--- src/rtl/cpu_pkg.sv ---
// cpu_pkg: opcodes, one-hot decoder state codes and sequencer FSM encoding
package cpu_pkg;
  localparam logic [3:0] OP_STA = 4'b0010;
  localparam logic [3:0] OP_JMP = 4'b0011;
  localparam logic [3:0] OP_STP = 4'b0100;
  localparam logic [3:0] OP_LDA = 4'b0101;
  localparam logic [3:0] OP_JMS = 4'b1000;
  localparam logic [3:0] OP_BBL = 4'b1001;
  localparam logic [3:0] OP_LDR = 4'b1110;
  localparam logic [2:0] ST_FETCH = 3'b001;
  localparam logic [2:0] ST_EXEC1 = 3'b010;
  localparam logic [2:0] ST_EXEC2 = 3'b100;
  typedef enum logic [2:0] {
    FSM_IDLE  = 3'd0,
    FSM_FETCH = 3'd1,
    FSM_EXEC1 = 3'd2,
    FSM_EXEC2 = 3'd3,
    FSM_HALT  = 3'd4
  } fsm_t;
  function automatic logic is_load(input logic [3:0] op);
    return op == OP_LDA || op == OP_LDR;
  endfunction
endpackage

--- src/rtl/stack_pointer.sv ---
// stack_pointer: saturating return-stack occupancy counter with RAM address and fault detect
module stack_pointer #(
  parameter int STACK_DEPTH = 4,
  parameter int SP_W = $clog2(STACK_DEPTH + 1)
) (
  input  logic                           clk,
  input  logic                           reset,
  input  logic                           en,
  input  logic                           push,
  input  logic                           pop,
  output logic [SP_W-1:0]                sp,
  output logic [$clog2(STACK_DEPTH)-1:0] stack_addr,
  output logic                           full,
  output logic                           empty,
  output logic                           fault_evt
);
  localparam int AW = $clog2(STACK_DEPTH);
  assign full = sp == SP_W'(STACK_DEPTH);
  assign empty = sp == '0;
  assign fault_evt = en & ((push & pop) | (push & full) | (pop & empty));
  // push writes the next free slot; otherwise address the current top entry
  assign stack_addr = AW'(push ? sp : sp - SP_W'(1));
  always_ff @(posedge clk or posedge reset)
    if (reset) sp <= '0;
    else if (en && !fault_evt && (push || pop)) sp <= push ? sp + SP_W'(1) : sp - SP_W'(1);
endmodule

--- src/rtl/control_sequencer.sv ---
// control_sequencer: fetch/exec sequencing with run/step/halt control and return-stack pointer
module control_sequencer
  import cpu_pkg::*;
#(
  parameter int STACK_DEPTH = 4,
  parameter int SP_W = $clog2(STACK_DEPTH + 1)
) (
  input  logic                           clk,
  input  logic                           reset,
  input  logic                           run,
  input  logic                           step,
  input  logic [3:0]                     inst,
  input  logic                           push,
  input  logic                           pop,
  output logic [2:0]                     state,
  output logic                           ir_load,
  output logic                           halted,
  output logic [SP_W-1:0]                sp,
  output logic [$clog2(STACK_DEPTH)-1:0] stack_addr,
  output logic                           stack_full,
  output logic                           stack_empty,
  output logic                           stack_fault
);
  fsm_t fsm, fsm_nx, eoi;
  logic step_mode, step_mode_nx, fault_evt;
  stack_pointer #(.STACK_DEPTH(STACK_DEPTH), .SP_W(SP_W)) u_sp (
    .clk       (clk),
    .reset     (reset),
    .en        (fsm == FSM_EXEC1),
    .push      (push),
    .pop       (pop),
    .sp        (sp),
    .stack_addr(stack_addr),
    .full      (stack_full),
    .empty     (stack_empty),
    .fault_evt (fault_evt)
  );
  always_ff @(posedge clk or posedge reset)
    if (reset) begin
      fsm <= FSM_IDLE;
      step_mode <= 1'b0;
      stack_fault <= 1'b0;
    end else begin
      fsm <= fsm_nx;
      step_mode <= step_mode_nx;
      stack_fault <= stack_fault | fault_evt;
    end
  always_comb begin
    eoi = run && !step_mode ? FSM_FETCH : FSM_IDLE;
    fsm_nx = fsm;
    step_mode_nx = step_mode;
    case (fsm)
      FSM_IDLE: if (run || step) begin
        fsm_nx = FSM_FETCH;
        step_mode_nx = !run;
      end
      FSM_FETCH: fsm_nx = FSM_EXEC1;
      FSM_EXEC1: fsm_nx = fault_evt || inst == OP_STP ? FSM_HALT : is_load(inst) ? FSM_EXEC2 : eoi;
      FSM_EXEC2: fsm_nx = eoi;
      default: fsm_nx = fsm;
    endcase
    // a single-stepped instruction that ends back in IDLE drops step mode
    if (fsm_nx == FSM_IDLE) step_mode_nx = 1'b0;
  end
  assign state = fsm == FSM_FETCH ? ST_FETCH : fsm == FSM_EXEC1 ? ST_EXEC1 :
                 fsm == FSM_EXEC2 ? ST_EXEC2 : 3'b000;
  assign ir_load = fsm == FSM_FETCH;
  assign halted = fsm == FSM_HALT;
endmodule
--- config.mk ---
export PLATFORM = sky130hd
export DESIGN_NAME = control_sequencer
export DESIGN_NICKNAME = d
export VERILOG_FILES = /design/src/rtl/cpu_pkg.sv /design/src/rtl/stack_pointer.sv /design/src/rtl/control_sequencer.sv
export SDC_FILE = /design/constraint.sdc
export NUM_CORES = 1
export LEC_CHECK = 0
export ABC_AREA = 1
export ABC_CLOCK_PERIOD_IN_PS = 1300
export BUFFER_PORTS_ARGS = -buffer_cell sky130_fd_sc_hd__buf_2
export CORE_MARGIN = 10
export CORE_UTILIZATION = 43
export DETAILED_ROUTE_END_ITERATION = 16
export PLACE_DENSITY = 0.73
export SKIP_CTS_REPAIR_TIMING = 1
export SLEW_MARGIN = 20
export SYNTH_ARGS = -nofsm -noshare
export SYNTH_HDL_FRONTEND = slang
export SYNTH_SLANG_ARGS = --single-unit
--- constraint.sdc ---
create_clock -name clk -period 1.3 [get_ports clk]
set_clock_uncertainty 0.05 [all_clocks]
set_input_delay 0.325 -clock clk [delete_from_list [all_inputs] [get_ports clk]]
set_output_delay 0.325 -clock clk [all_outputs]
set_load 0.05 [all_outputs]
-- After elaboration in Yosys (flattened, before gate mapping)
Cells that the tools add are included.
- output and inout port bits: 13
- register bits after elaboration: 8
- input bits: 10
- logic and storage cells: 50
- mux-type cells: 13
- reductions and logical operators: 16
- bitwise gates (word level): 7
- equality and inequality tests: 8
- add/sub/neg operators: 2
- operator list (kind ; count):
    $mux 3 ; 6
    $pmux 3 s4 ; 1
    $logic_not 3->1 ; 3
    $eq 4x3->1 const B ; 2
    $eq 3x2->1 const B ; 2
    $eq 3x3->1 const B ; 2
    $and 1x1->1 ; 4
    $eq 4x4->1 const B ; 1
    $logic_or 1x1->1 ; 4
    $mux 1 ; 4
    $mux 2 ; 2
    $reduce_bool 2->1 ; 2
    $add 3x1->3 const B ; 1
    $eq 3x1->1 const B ; 1
    $logic_and 1x1->1 ; 3
    $logic_not 1->1 ; 3
    $or 1x1->1 ; 3
    $sub 3x1->3 const B ; 1
    $reduce_and 2->1 ; 1

-- Logic depth before layout (Yosys ltp)
- depth after elaboration: 11
- depth in mapped cells: 9
- gate-level depth less buffers: 9

-- Hierarchy
A second synthesis with hierarchy kept.
- cell total of the unflattened synthesis: 104
- area, all modules: 675.6 um^2
- modules (own cells, without submodules) (module ; cells each ; area an instance (um^2) ; seq. area each (um^2) ; instances):
    control_sequencer ; 57 ; 355.3 ; 125.1 ; 1
    stack_pointer ; 47 ; 320.3 ; 75.1 ; 1

-- Worst setup path after synthesis
OpenSTA, ideal clock, no wires.
- kind: register -> output
- start point: register u_sp.sp[0]
- end point: output port stack_addr[1]
- stages on the path, launching flop included: 4
- arrival time: 2249 ps
- buffers on the path: 0
- slack: -1324 ps
- required time: 925 ps
- cells stage by stage: dfrtp_1 > inv_1 > ha_1 > o21ai_0
- longest elaborated chain between the ends: 2
- RTL lines (item ; line ; source):
    start: declaration ; stack_pointer.sv:11 ; output logic [SP_W-1:0] sp,
    start signal: assignment ; stack_pointer.sv:25 ; else if (en && !fault_evt && (push || pop)) sp <= push ? sp + SP_W'(1) : sp - SP_W'(1);
    $sub 3x1->3 ; stack_pointer.sv:22 ; assign stack_addr = AW'(push ? sp : sp - SP_W'(1));
    $mux 2 ; stack_pointer.sv:22 ;
    end: declaration ; control_sequencer.sv:19 ; output logic [$clog2(STACK_DEPTH)-1:0] stack_addr,
Every way passes these cells.

-- Final worst setup path
Same ends and word-level chain as after synthesis.

==> flow_metrics.tcl <==
set metrics [dict create \
    status "complete, but fails checks" \
    failed_checks "negative setup slack" \
    syn_area_per_cell_um2 7.055 \
    worstHoldPathType "input port to flip-flop" \
    antenna_found_initial 0 \
    setup_viol 18 \
    synth-xor-area-share_pct 3.962 \
    tightest_slew_ns 0.3025 \
    synth_warnings 0 \
    routed_wl_um 2120 \
    p_sw_uw 131.4 \
    cp-start-kind "flip-flop" \
    tritoncts.num_buffers 3 \
    worstPathArrival_ns 1.27 \
    path_clk_slew_ns 0.06 \
    dp_hpwl_um 1481 \
    cpMaxStageDelayCell "dfrtp_2" \
    drc 0 \
    clkLatencyLatePin_ns 0.25 \
    pwr-share-comb_pct 15.9 \
    port_buffers 22 \
    multi_input_area_um2 500.5 \
    die_w_um 59.27 \
    clock_sinks 8 \
    dieArea_um2 3513 \
    hold_viol_final 0 \
    grt_pass1_wl_um 2870 \
    core_um2 1489 \
    p_int_uw 387.5 \
    ys_seq_area_share_pct 30.19 \
    first_global_vias 693 \
    crit_required_ns 0.93 \
    slew_violations 0 \
    diodes 0 \
    synth_compound_area_share_pct 13.40 \
    ant_nets 0 \
    ys_ff_latch 8 \
    pwr-share-seq_pct 48.0 \
    cts_max_level 1 \
    switching_share_pct 25.32 \
    yosys.area_share.adder_pct 9.434 \
    p_leak_nw 0.5877 \
    gr-total-overflow 0 \
    netlist_area_um2 663.1 \
    min_period_over_period_pct 126.3 \
    row_count 14 \
    final_nets 158 \
    netlist_instances 94 \
    synth_mux_area_share_pct 0 \
    maxSlewHeadroom_pct 79.81 \
    via_per_inst 4.847 \
    endpoint_kind "output pin" \
    drive_gt1_share_pct 60.99 \
    max_freq_mhz 609.1 \
    cts_buffer_depth 2 \
    fillers 90 \
    synth_nets 109 \
    path_max_fanout 3 \
    finish.utilization_pct 84.62 \
    worst_slack_ns -0.3417 \
    synth_simple_gate_area_share_pct 30.00 \
    drt-initial-drc-count 15 \
    grt_max_degree 9 \
    start_util_pct 44.54 \
    ys_types 20 \
    die_y_um 59.27 \
    post-synth-top-area-cell "dfrtp_1" \
    vias 761 \
    yosysTopAreaCellShare_pct 30.19 \
    synth_area_leaders "dfrtp_1 (30%), nand2_1 (10%), inv_1 (9.6%)" \
    seq_area_um2 206.4 \
    max_stage_delay_ns 0.43 \
    cts_tree "done" \
    fin_crit_ns 1.642 \
    gp_congestion 0.8217 \
    ir_drop_uv 572.4 \
    maxCapViolCount 0 \
    rsz0062_at_grt "yes" \
    power.density_nw_per_um2 411.8 \
    wl_per_cell_um 13.50 \
    synth_top_family_by_area "simple AND/OR/NAND/NOR gates" \
    path_class "flip-flop to output pin" \
    io_pins 23 \
    clockRootBuffer "clkbuf_4" \
    dr.pass1.iters 4 \
    areaGrowthSynthToFinish_pct 90.00 \
    clkPwrFrac_pct 36.1 \
    grtUsageTotal_pct 9.923 \
    fin_total_pwr_uw 518.9 \
    crit_chain "inv_4 > ha_4 > o21ai_4 > buf_6" \
]
## layout by cell type, fill, tap and decap left out, types with 2 or more instances in the layout
| cell type | instances |
|---|---|
| nand2_1 | 14 |
| buf_2 | 10 |
| xor2_1 | 2 |
| buf_8 | 7 |
| dfrtp_2 | 5 |
| clkbuf_4 | 3 |
| inv_1 | 10 |
| nor2_1 | 9 |
| ha_4 | 2 |
| o21ai_1 | 3 |
| buf_4 | 17 |
| nand3_1 | 2 |
| dfrtp_1 | 3 |
| o21ai_0 | 3 |
| buf_6 | 9 |
| nand2_2 | 2 |
| nand3_2 | 5 |
| ha_1 | 3 |
| nor2_4 | 2 |
| clkinvlp_4 | 4 |
| o21ai_2 | 3 |
| inv_2 | 6 |
| nand2_4 | 5 |
## power groups by stage
stage	registers, mW	logic, mW	clock network [mW]
floorplan	0.253	0.0391	0
global placement	0.253	0.0711	0
detailed placement	0.253	0.0736	0
CTS	0.249	0.0737	0.194
global route	0.249	0.0895	0.204
finish	0.249	0.0827	0.187
## worst max-delay path, delay by kind of cell (launching register included)
family,cells,cell delay (ns)
AO/OA/AOI/OAI,1,0.12
adder cells (fa/ha/maj),1,0.21
flip-flops,1,0.43
buffers and inverters,2,0.26
## path summary, 6_finish.rpt
kind	startpoint	end	slack, ns	cells after the start
worst max-delay path	u_sp.sp[0]	stack_addr[1]	-0.34	4
worst min-delay path	run	step_mode	0.33	4
worst max register to register	u_sp.sp[0]	step_mode	-0.23	9
worst min register to register	stack_fault	stack_fault	0.44	1
max in group asynchronous	reset	fsm[0]	0.44	3
min in group asynchronous	reset	stack_fault	0.50	3
## synth_stat cells
library cell  instances
inv_2                 4
xnor2_1               1
ha_1                  5
inv_1                17
nand4_1               1
dfrtp_1               8
nor3_1                2
a21oi_4               1
nand3_1               6
o21bai_1              1
a22oi_1               1
nand2_1              18
buf_4                 1
o21ai_0               8
nand3_2               2
nor2_1               11
o21ai_2               2
nand2_4               1
xor2_1                2
nand2_2               2
## cells by family (layout without fill, tap and decap cells)
kind of cell             after synthesis  after routing
adder cells (fa/ha/maj)                5              5
AO/OA/AOI/OAI                         13             13
buffers and inverters                 22             69
XOR/XNOR                               3              3
flip-flops                             8              8
AND/OR/NAND/NOR                       43             43
## state kept, by name, summed over array words and instances, names as in the netlist
register and cells:
fsm 3, u_sp.sp 3, stack_fault 1, step_mode 1
## final cells by class
cell class | count | area share (%)
clock buffers | 3 | 1.787
inverters | 21 | 7.646
multi-input cells | 64 | 39.72
flip-flops and latches | 8 | 16.39
well taps | 16 | 1.589
repair buffers | 45 | 32.87
## per-stage QoR
step / area (um^2) / worst slack (ns) / setup TNS [ns] / std cells / hold WS [ns]
2_1_floorplan: 782.0 / -0.2855 / -2.127 / 94 / 0.09039
3_3_place_gp: 1049 / -0.1519 / -0.7753 / 149 / 0.2342
3_5_place_dp: 1049 / -0.1817 / -1.044 / 149 / 0.2332
4_1_cts: 1071 / -0.4474 / -3.912 / 152 / -0.04048
5_1_grt: 1260 / -0.3784 / -4.013 / 157 / 0.3687
6_report: 1260 / -0.3417 / -3.201 / 157 / 0.3252
## routing by layer
| layer | GRT usage, % | routed length [um] | vias to the layer above |
|---|---|---|---|
| li1 | - | - | 387 |
| met1 | 12.18 | 874 | 352 |
| met2 | 16.05 | 1115 | 18 |
| met3 | 3.004 | 105 | 4 |
| met4 | 2.951 | 25 | 0 |
| met5 | 0 | 0 | - |
Note: power is estimated with default switching activity, not from simulation.
